## src/rtl/uart_pkg.sv

```systemverilog
// Shared UART definitions used by uart_rx (and adopted by uart_tx).
//   uart_state_e      : frame FSM encoding IDLE/START/DATA/PARITY/STOP
//   MIN_BAUD_DIV      : smallest runtime divider accepted as-is
//   default_baud_div(): rounded clocks-per-bit from clock and baud rate
package uart_pkg;

  typedef enum logic [2:0] {
    IDLE   = 3'd0,
    START  = 3'd1,
    DATA   = 3'd2,
    PARITY = 3'd3,
    STOP   = 3'd4
  } uart_state_e;

  localparam int MIN_BAUD_DIV = 4;

  // Round to nearest rather than truncate so the bit period error stays
  // within half a clock.
  function automatic int default_baud_div(input int clk_freq, input int baud_rate);
    return (clk_freq + baud_rate / 2) / baud_rate;
  endfunction

endpackage

```

## src/rtl/uart_rx_sync.sv

```systemverilog
// Two-flop synchronizer for an asynchronous single-bit input.
//   clk      : destination clock
//   rst      : synchronous active-high reset, both flops load RESET_VAL
//   async_in : asynchronous input
//   sync_out : input re-timed to clk (two-cycle latency)
module uart_rx_sync #(
  parameter logic RESET_VAL = 1'b1
) (
  input  logic clk,
  input  logic rst,
  input  logic async_in,
  output logic sync_out
);

  logic meta_q, meta_d;
  logic sync_q, sync_d;

  always_comb begin
    meta_d = async_in;
    sync_d = meta_q;
  end

  always_ff @(posedge clk) begin
    if (rst) begin
      meta_q <= RESET_VAL;
      sync_q <= RESET_VAL;
    end else begin
      meta_q <= meta_d;
      sync_q <= sync_d;
    end
  end

  assign sync_out = sync_q;

endmodule

```

## src/rtl/uart_rx.sv

```systemverilog
// UART receiver: 8N1 (or 8E1 with UART_RX_PARITY_EN), LSB first, mid-bit
// sampling timed by a runtime baud divider, byte delivered on valid/ready.
//   clk, rst   : system clock, synchronous active-high reset
//   rx         : asynchronous serial line
//   baud_div   : clocks per bit; values below 4 select the built-in default
//   rx_data    : received byte, held until accepted
//   rx_valid   : rx_data holds an unconsumed byte
//   rx_ready   : consumer accepts when rx_valid && rx_ready
//   frame_err  : one-cycle pulse, stop bit sampled low
//   overrun    : one-cycle pulse, new byte dropped because buffer was full
//   parity_err : (UART_RX_PARITY_EN only) one-cycle pulse, even parity wrong
//   busy       : receiver is inside a frame
// Build option: define UART_RX_PARITY_EN to expect an even-parity bit.
module uart_rx
  import uart_pkg::*;
#(
  parameter int CLK_FREQ       = 50000000,
  parameter int BAUD_RATE      = 115200,
  parameter int BAUD_DIV_WIDTH = 16
) (
  input  logic                      clk,
  input  logic                      rst,
  input  logic                      rx,
  input  logic [BAUD_DIV_WIDTH-1:0] baud_div,
  output logic [7:0]                rx_data,
  output logic                      rx_valid,
  input  logic                      rx_ready,
  output logic                      frame_err,
  output logic                      overrun,
`ifdef UART_RX_PARITY_EN
  output logic                      parity_err,
`endif
  output logic                      busy
);

  localparam logic [BAUD_DIV_WIDTH-1:0] DEFAULT_BAUD_DIV =
    BAUD_DIV_WIDTH'(default_baud_div(CLK_FREQ, BAUD_RATE));
  localparam logic [BAUD_DIV_WIDTH-1:0] MIN_DIV = BAUD_DIV_WIDTH'(MIN_BAUD_DIV);
  localparam logic [BAUD_DIV_WIDTH-1:0] ONE     = BAUD_DIV_WIDTH'(1);

  logic rxs;

  uart_rx_sync #(
    .RESET_VAL (1'b1)
  ) u_sync (
    .clk      (clk),
    .rst      (rst),
    .async_in (rx),
    .sync_out (rxs)
  );

  uart_state_e               state_q, state_d;
  logic [BAUD_DIV_WIDTH-1:0] cnt_q, cnt_d;
  logic [BAUD_DIV_WIDTH-1:0] div_q, div_d;
  logic [2:0]                bit_cnt_q, bit_cnt_d;
  logic [7:0]                shift_q, shift_d;
  logic                      armed_q, armed_d;
  logic [7:0]                rx_data_q, rx_data_d;
  logic                      rx_valid_q, rx_valid_d;
  logic                      frame_err_q, frame_err_d;
  logic                      overrun_q, overrun_d;
`ifdef UART_RX_PARITY_EN
  logic                      par_bad_q, par_bad_d;
  logic                      parity_err_q, parity_err_d;
`endif

  logic [BAUD_DIV_WIDTH-1:0] eff_div;
  logic [BAUD_DIV_WIDTH-1:0] half_m1;
  logic [BAUD_DIV_WIDTH-1:0] div_m1;
  logic [BAUD_DIV_WIDTH-1:0] cnt_inc;
  logic                      byte_done;
  logic                      frame_bad;

  always_comb begin
    eff_div = (baud_div >= MIN_DIV) ? baud_div : DEFAULT_BAUD_DIV;
    half_m1 = (div_q >> 1) - ONE;
    div_m1  = div_q - ONE;
    cnt_inc = cnt_q + ONE;
  end

  // Frame FSM and bit timing
  always_comb begin
    state_d   = state_q;
    cnt_d     = cnt_q;
    div_d     = div_q;
    bit_cnt_d = bit_cnt_q;
    shift_d   = shift_q;
    // Any high level on the line re-arms start detection.
    armed_d   = armed_q | rxs;
    byte_done = 1'b0;
    frame_bad = 1'b0;
`ifdef UART_RX_PARITY_EN
    par_bad_d = par_bad_q;
`endif

    case (state_q)
      IDLE: begin
        if (armed_q && !rxs) begin
          state_d = START;
          cnt_d   = '0;
          // The divider is frozen for the whole frame from here on.
          div_d   = eff_div;
        end
      end

      START: begin
        if (cnt_q == half_m1) begin
          cnt_d = '0;
          if (rxs) begin
            state_d = IDLE;
          end else begin
            state_d   = DATA;
            bit_cnt_d = 3'd0;
          end
        end else begin
          cnt_d = cnt_inc;
        end
      end

      DATA: begin
        if (cnt_q == div_m1) begin
          cnt_d     = '0;
          shift_d   = {rxs, shift_q[7:1]};
          bit_cnt_d = bit_cnt_q + 3'd1;
          if (bit_cnt_q == 3'd7) begin
`ifdef UART_RX_PARITY_EN
            state_d = PARITY;
`else
            state_d = STOP;
`endif
          end
        end else begin
          cnt_d = cnt_inc;
        end
      end

`ifdef UART_RX_PARITY_EN
      PARITY: begin
        if (cnt_q == div_m1) begin
          cnt_d     = '0;
          // Even parity: data bits plus parity bit must XOR to zero.
          par_bad_d = ^{shift_q, rxs};
          state_d   = STOP;
        end else begin
          cnt_d = cnt_inc;
        end
      end
`endif

      STOP: begin
        if (cnt_q == div_m1) begin
          cnt_d   = '0;
          state_d = IDLE;
          if (rxs) begin
            byte_done = 1'b1;
          end else begin
            frame_bad = 1'b1;
            // Line is low now; wait for it to go high before a new start.
            armed_d   = 1'b0;
          end
        end else begin
          cnt_d = cnt_inc;
        end
      end

      default: begin
        state_d = IDLE;
        cnt_d   = '0;
      end
    endcase
  end

  // Output buffer and status pulses
  always_comb begin
    rx_data_d   = rx_data_q;
    rx_valid_d  = rx_valid_q & ~rx_ready;
    overrun_d   = 1'b0;
    frame_err_d = frame_bad;
`ifdef UART_RX_PARITY_EN
    parity_err_d = byte_done & par_bad_q;
`endif
    if (byte_done) begin
      if (rx_valid_q && !rx_ready) begin
        // Buffer still owned by the consumer: keep the old byte.
        overrun_d = 1'b1;
      end else begin
        rx_data_d  = shift_q;
        rx_valid_d = 1'b1;
      end
    end
  end

  always_ff @(posedge clk) begin
    if (rst) begin
      state_q     <= IDLE;
      cnt_q       <= '0;
      div_q       <= '0;
      bit_cnt_q   <= 3'd0;
      armed_q     <= 1'b0;
      rx_data_q   <= 8'd0;
      rx_valid_q  <= 1'b0;
      frame_err_q <= 1'b0;
      overrun_q   <= 1'b0;
`ifdef UART_RX_PARITY_EN
      par_bad_q    <= 1'b0;
      parity_err_q <= 1'b0;
`endif
    end else begin
      state_q     <= state_d;
      cnt_q       <= cnt_d;
      div_q       <= div_d;
      bit_cnt_q   <= bit_cnt_d;
      armed_q     <= armed_d;
      rx_data_q   <= rx_data_d;
      rx_valid_q  <= rx_valid_d;
      frame_err_q <= frame_err_d;
      overrun_q   <= overrun_d;
`ifdef UART_RX_PARITY_EN
      par_bad_q    <= par_bad_d;
      parity_err_q <= parity_err_d;
`endif
    end
  end

  // The shift register is pure datapath; every bit is rewritten before use.
  always_ff @(posedge clk) begin
    shift_q <= shift_d;
  end

  assign rx_data   = rx_data_q;
  assign rx_valid  = rx_valid_q;
  assign frame_err = frame_err_q;
  assign overrun   = overrun_q;
`ifdef UART_RX_PARITY_EN
  assign parity_err = parity_err_q;
`endif
  assign busy      = (state_q != IDLE);

endmodule

```

## config.mk

```make
export PLATFORM = sky130hd
export DESIGN_NAME = uart_rx
export DESIGN_NICKNAME = d
export VERILOG_FILES = /design/src/rtl/uart_pkg.sv /design/src/rtl/uart_rx_sync.sv /design/src/rtl/uart_rx.sv
export SDC_FILE = /design/constraint.sdc
export NUM_CORES = 1
export LEC_CHECK = 0
export CAP_MARGIN = 25
export CORE_ASPECT_RATIO = 0.6
export CORE_UTILIZATION = 58
export CTS_CLUSTER_SIZE = 16
export DETAILED_ROUTE_END_ITERATION = 6
export GPL_ROUTABILITY_DRIVEN = 1
export PLACE_DENSITY_LB_ADDON = 0.2
export RECOVER_POWER = 50
export SYNTH_ARGS = -nofsm -noshare
export SYNTH_HDL_FRONTEND = slang
export SYNTH_SLANG_ARGS = --single-unit
```

## constraint.sdc

```tcl
create_clock -name clk -period 3.61 [get_ports clk]
set_clock_uncertainty 0.2 [all_clocks]
set_input_delay 0.9025 -clock clk [delete_from_list [all_inputs] [get_ports clk]]
set_output_delay 0.9025 -clock clk [all_outputs]
set_load 0.03 [all_outputs]
```

## After elaboration in Yosys (flattened, before gate mapping)

Index checks and enable logic that the tools add are counted.
W data, S select, Z words.

| operators by class | value |
|---|---|
| bitwise gates (word level) | 7 |
| add/subtract/negate cells | 4 |
| eq/ne operators | 12 |
| order comparisons | 1 |
| reductions and logical operators | 15 |
| multiplexer cells | 26 |

Operator list:

| kind | number |
|---|---|
| $mux W16 | 4 |
| $pmux W16 S3 | 1 |
| $eq A16 B16 Y1 | 2 |
| $mux W3 | 8 |
| $add A16 B1 Y16 const B | 1 |
| $ge A16 B3 Y1 const B | 1 |
| $sub A15 B1 Y16 const B | 1 |
| $sub A16 B1 Y16 const B | 1 |
| $ne A2 B2 Y1 const B | 6 |
| $pmux W3 S4 | 1 |
| $mux W1 | 10 |
| $eq A3 B3 Y1 const B | 2 |
| $pmux W3 S2 | 1 |
| $reduce_and A2 Y1 | 3 |
| $not A1 Y1 | 5 |
| $reduce_and A5 Y1 | 1 |
| $reduce_and A4 Y1 | 1 |
| $reduce_or A2 Y1 | 2 |
| $add A3 B1 Y3 const B | 1 |
| $eq A3 B1 Y1 const B | 1 |
| $eq A3 B2 Y1 const B | 1 |
| $logic_not A3 Y1 | 1 |
| $reduce_bool A3 Y1 | 1 |
| $reduce_or A3 Y1 | 1 |
| other kinds (6) | 8 |

| storage, ports and cells | value |
|---|---|
| input bits | 20 |
| register bits after elaboration | 60 |

## Depth between registers and ports, before layout

| logic depth | value |
|---|---|
| depth after elaboration | 6 |
| depth in mapped cells | 12 |
| gate-level depth less buffers | 10 |

## Modules after synthesis

Synthesis repeated with hierarchy kept, for this count alone.

| second synthesis, totals | value |
|---|---|
| cells, all modules | 444 |
| area total of the unflattened synthesis | 3702.3 um2 |

Modules (own cells, without submodules):

| module | seq. area each (um2) | area each (um2) | cells each | instances |
|---|---|---|---|---|
| uart_rx | 1241.2 | 3649.8 | 440 | 1 |
| uart_rx_sync | 40.0 | 52.6 | 4 | 1 |

## Least setup slack after synthesis

OpenSTA, ideal clock, no wires.

| timing | value |
|---|---|
| kind | reg2reg |
| start point | register div_q[6] |
| end point | register cnt_q[15] |
| stages on the path, launching flop included | 12 |
| path slack | 0.300 ns |
| arrival time | 2.993 ns |
| library setup time | 0.117 ns |
| clock period less this slack | 3.310 ns |
| cells stage by stage | dfxtp_1 > clkbuf_1 > nor4_2 > nand4_1 > xnor2_1 > or4_1 > or4_1 > buf_2 > nor3b_1 > o31ai_4 > buf_4 > o21ai_1 |

| between the ends | value |
|---|---|
| longest elaborated chain between the ends | 4 |

Ends and longest elaborated chain:

| element | line | source |
|---|---|---|
| start, declared | uart_rx.sv:54 | `logic [BAUD_DIV_WIDTH-1:0] div_q, div_d;` |
| start signal, assigned | uart_rx.sv:211 | `div_q <= div_d;` |
| $sub A16 B1 Y16 / $sub A15 B1 Y16 (equally long branches) | uart_rx.sv:77, uart_rx.sv:76 |  |
| $eq A16 B16 Y1 (on tied branches) | uart_rx.sv:121, uart_rx.sv:151, uart_rx.sv:107 |  |
| $mux W16 (on tied branches) | uart_rx.sv:121, uart_rx.sv:151, uart_rx.sv:107 |  |
| $pmux W16 S3 (*) | uart_rx.sv:96 | `case (state_q)` |
| end signal, assigned | uart_rx.sv:210 | `cnt_q <= cnt_d;` |
| end, declared | uart_rx.sv:53 | `logic [BAUD_DIV_WIDTH-1:0] cnt_q, cnt_d;` |

Mark *: on every way between the ends. The rest lies on a longest branch, timed or not.
A chain may end at the register's enable or synchronous reset.

## Final worst setup path

| timing | value |
|---|---|
| start point | register div_q[2] |
| end point | register cnt_q[3] |

The elaborated chain is that of the path after synthesis.

==> reports/metrics.yaml <==
critical_path:
  rr_worst_depth: 11
  rr_endpoint: "cnt_q[3]$_SDFFE_PP0P_"
  reg2reg_from: "div_q[2]$_SDFFE_PP0P_"
  crit_type: "reg2reg"
  crit_required_ns: 3.64
  cp-start-kind: "flop"
  crit_fanout: 13
  arrival_ns: 3.42
  ff2ff_setup_slack_ns: 0.22
  crit_path_end_kind: "flop"
clocking:
  worstSkewPairLatency_ns: 0.35
  clk_transition_reported_paths_ns: 0.07
  post_cts_buffers: 0
  max-clock-path-buffers: 2
  clockRootBuffer: "clkbuf_8"
  ctsHtreeMaxLevel: 3
  numCtsBuffers: 9
  cts_hold_buffers: 0
  cts.repair.resized: 0
  tritoncts: "done"
  clock-sinks: 60
die:
  die_area_um2: 6830
  core_area_um2: 6190
  io_pins: 32
  die_x_um: 106
  start_util: 0.608
  rows: 22
  dieHeight_um: 64.4
power:
  p_comb_frac: 0.141
  p_seq_frac: 0.482
  intPower_mw: 1.02
  p_switching_mw: 0.419
  vdd_drop_max_uv: 214
  switching_share: 0.291
  power.leakage_nw: 1.64
  p_per_area_nw_per_um2: 329
  pwr-share-clk: 0.377
sta:
  fmax_mhz: 295
  fin_crit_ns: 3.39
  post-route-period-util: 0.939
  grt_setup_unrepaired: "false"
  worst_pin_slew_ns: 0.881
  finalSetupViolCount: 0
  fin_setup_tns_ns: 0
  finalHoldViolations: 0
  drv_slew: 0
  slew-limit-headroom: 0.413
global_routing:
  grt_max_degree: 19
  grt_pass1_wl_mm: 16.5
  grt_overflow: 0
  groute.usage.overall: 0.317
  grt_pass1_vias: 3234
  antenna_found_initial: 0
logic_synthesis:
  synth_edf_count: 8
  yosysMostFrequentCell: "dfxtp_1"
  synthCells: 455
  yosysSeqAreaShare: 0.340
  syn_nets: 480
  synth_flop_cell: "dfxtp_1"
  ys_warn_count: 0
  synth_area_leaders: "dfxtp_1, edfxtp_1, xnor2_1"
  syn_area_per_cell_um2: 8.28
  synth.top_cell.area_share: 0.276
  synth_top_cells_by_count: "dfxtp_1, nand2_1, nor2_1, clkbuf_1, a21oi_1"
  synthArstFlopShare: 0
  synth_area_um2: 3770
  ys_ff_latch: 60
  ys_types: 68
  synth_top_area_cell: "dfxtp_1"
drt:
  drt_iter0_drc: 381
  drc: 0
  drt-total-wl_mm: 10.2
  dr.pass1.iters: 5
  wl_per_cell_um: 18.0
  vias_per_cell: 6.32
  detail-route-antenna-nets: 0
  vias: 3603
hold_path:
  hold_path_class: "reg2reg"
  min_from: "u_sync.meta_q$_SDFF_PP1_"
  min_to: "u_sync.sync_out$_SDFF_PP1_"
  hold_depth: 1
run:
  cap_violations: 0
placement:
  hpwl_mm: 7.65
  io_buffers: 31
  place_congestion: 1.02
  dp_cells: 554
layout:
  antenna_cells: 0
  final_cell_count_no_fill: 570
  nets: 506
  drive_gt1_frac: 0.119
  final.fill_count: 483
  areaGrowthSynthToFinish_pct: 16.1
status:
  status: "finished, final reports clean"
[cell usage in the layout (no fill, tap or decap), types with 3 or more instances in the layout]
| cell | n |
|---|---|
| buf_4 | 21 |
| nor3b_1 | 3 |
| and2_1 | 3 |
| nor2_1 | 38 |
| o221a_2 | 5 |
| o22ai_1 | 8 |
| nand3_1 | 11 |
| xnor2_1 | 22 |
| clkbuf_8 | 9 |
| dlygate4sd3_1 | 13 |
| nand4_1 | 6 |
| nor2b_1 | 10 |
| nand2b_1 | 12 |
| o21ai_1 | 5 |
| o21ai_0 | 4 |
| mux2i_1 | 9 |
| nor3_1 | 15 |
| and3_1 | 14 |
| ha_1 | 5 |
| a21oi_1 | 25 |
| nor4_1 | 10 |
| o2bb2ai_1 | 9 |
| o2111ai_1 | 3 |
| edfxtp_1 | 8 |
| xor2_1 | 21 |
| a31oi_1 | 7 |
| dfxtp_1 | 52 |
| inv_1 | 11 |
| or2_2 | 4 |
| a32oi_1 | 5 |
| clkdlybuf4s50_1 | 18 |
| nor4_2 | 3 |
| nand2_1 | 41 |
[metal layers]
metal	up-vias	track usage	share of wire	wire (um)
li1	1711	-	-	-
met3	17	0.0875	0.10	1060
met5	-	0	0	0
met1	1693	0.482	0.49	5020
met2	182	0.428	0.39	4030
met4	0	0.0903	0.013	132
[final cells by class]
cell class / count / area (um2) / share of cell area
flip-flops and latches: 60 / 1280 / 0.293
well taps: 84 / 105 / 0.0240
multi-input cells: 346 / 2300 / 0.526
inverters: 11 / 41.3 / 0.00944
repair buffers: 53 / 472 / 0.108
clock inverters: 7 / 51.3 / 0.0117
clock buffers: 9 / 124 / 0.0283
[flip-flops by register name (all words and copies together) (netlist names), 3 cells and up]
register and flops:
bit_cnt_q 3, cnt_q 16, div_q 16, rx_data 8
shift_q 8, state_q 3
[how the worst max path moves through the flow]
| stage | from | to | slack (ns) | cells past startpoint |
|---|---|---|---|---|
| 3_5_place_dp | div_q[2]$_SDFFE_PP0P_ | rx_data[1]$_SDFFE_PP0P_ | 0.15 | 12 |
| 6_report | div_q[2]$_SDFFE_PP0P_ | cnt_q[3]$_SDFFE_PP0P_ | 0.22 | 11 |
| 3_3_place_gp | div_q[2]$_SDFFE_PP0P_ | cnt_q[2]$_SDFFE_PP0P_ | 0.19 | 10 |
| 5_1_grt | div_q[2]$_SDFFE_PP0P_ | rx_data[7]$_SDFFE_PP0P_ | 0.08 | 12 |
| 2_1_floorplan | div_q[6]$_SDFFE_PP0P_ | cnt_q[15]$_SDFFE_PP0P_ | 0.30 | 11 |
| 4_1_cts | div_q[2]$_SDFFE_PP0P_ | rx_data[7]$_SDFFE_PP0P_ | 0.14 | 12 |
[critical path, cell delays in order, from the launching register on]
cell	delay [ns]
dfxtp_1	0.31
inv_1	0.09
ha_1	0.18
nor2b_1	0.36
and3_1	0.24
o221ai_1	0.12
or4_1	0.42
or4_4	0.54
nor3b_1	0.23
o31ai_4	0.25
buf_4	0.24
o21ai_1	0.10
[power groups by stage]
| stage | clock, mW | sequential, mW | combinational [mW] |
|---|---|---|---|
| detailed placement | 0 | 0.710 | 0.195 |
| global route | 0.576 | 0.696 | 0.217 |
| global placement | 0 | 0.709 | 0.192 |
| CTS | 0.551 | 0.694 | 0.197 |
| finish | 0.543 | 0.695 | 0.203 |
| floorplan | 0 | 0.700 | 0.131 |
[metrics by stage]
| stage | area (um2) | worst slack (ns) | util | hold WS [ns] | power, mW |
|---|---|---|---|---|---|
| floorplan | 3770 | 0.300 | - | 0.189 | 0.832 |
| detailed placement | 4190 | 0.150 | 0.677 | 0.197 | 0.904 |
| CTS | 4370 | 0.140 | 0.705 | 0.215 | 1.44 |
| global route | 4370 | 0.0792 | 0.706 | 0.245 | 1.49 |
| global placement | 4190 | 0.187 | 0.677 | 0.191 | 0.901 |
| finish | 4370 | 0.219 | 0.706 | 0.214 | 1.44 |
[logic make-up after synthesis]
family,count (synthesis),synth area share
buf+inv,49,0.0541
compound gates,101,0.196
mux,9,0.0239
fa+ha+maj,5,0.0166
simple gates,188,0.269
flops,60,0.340
xor+xnor,43,0.100
Note: power is estimated with default switching activity, not from simulation.
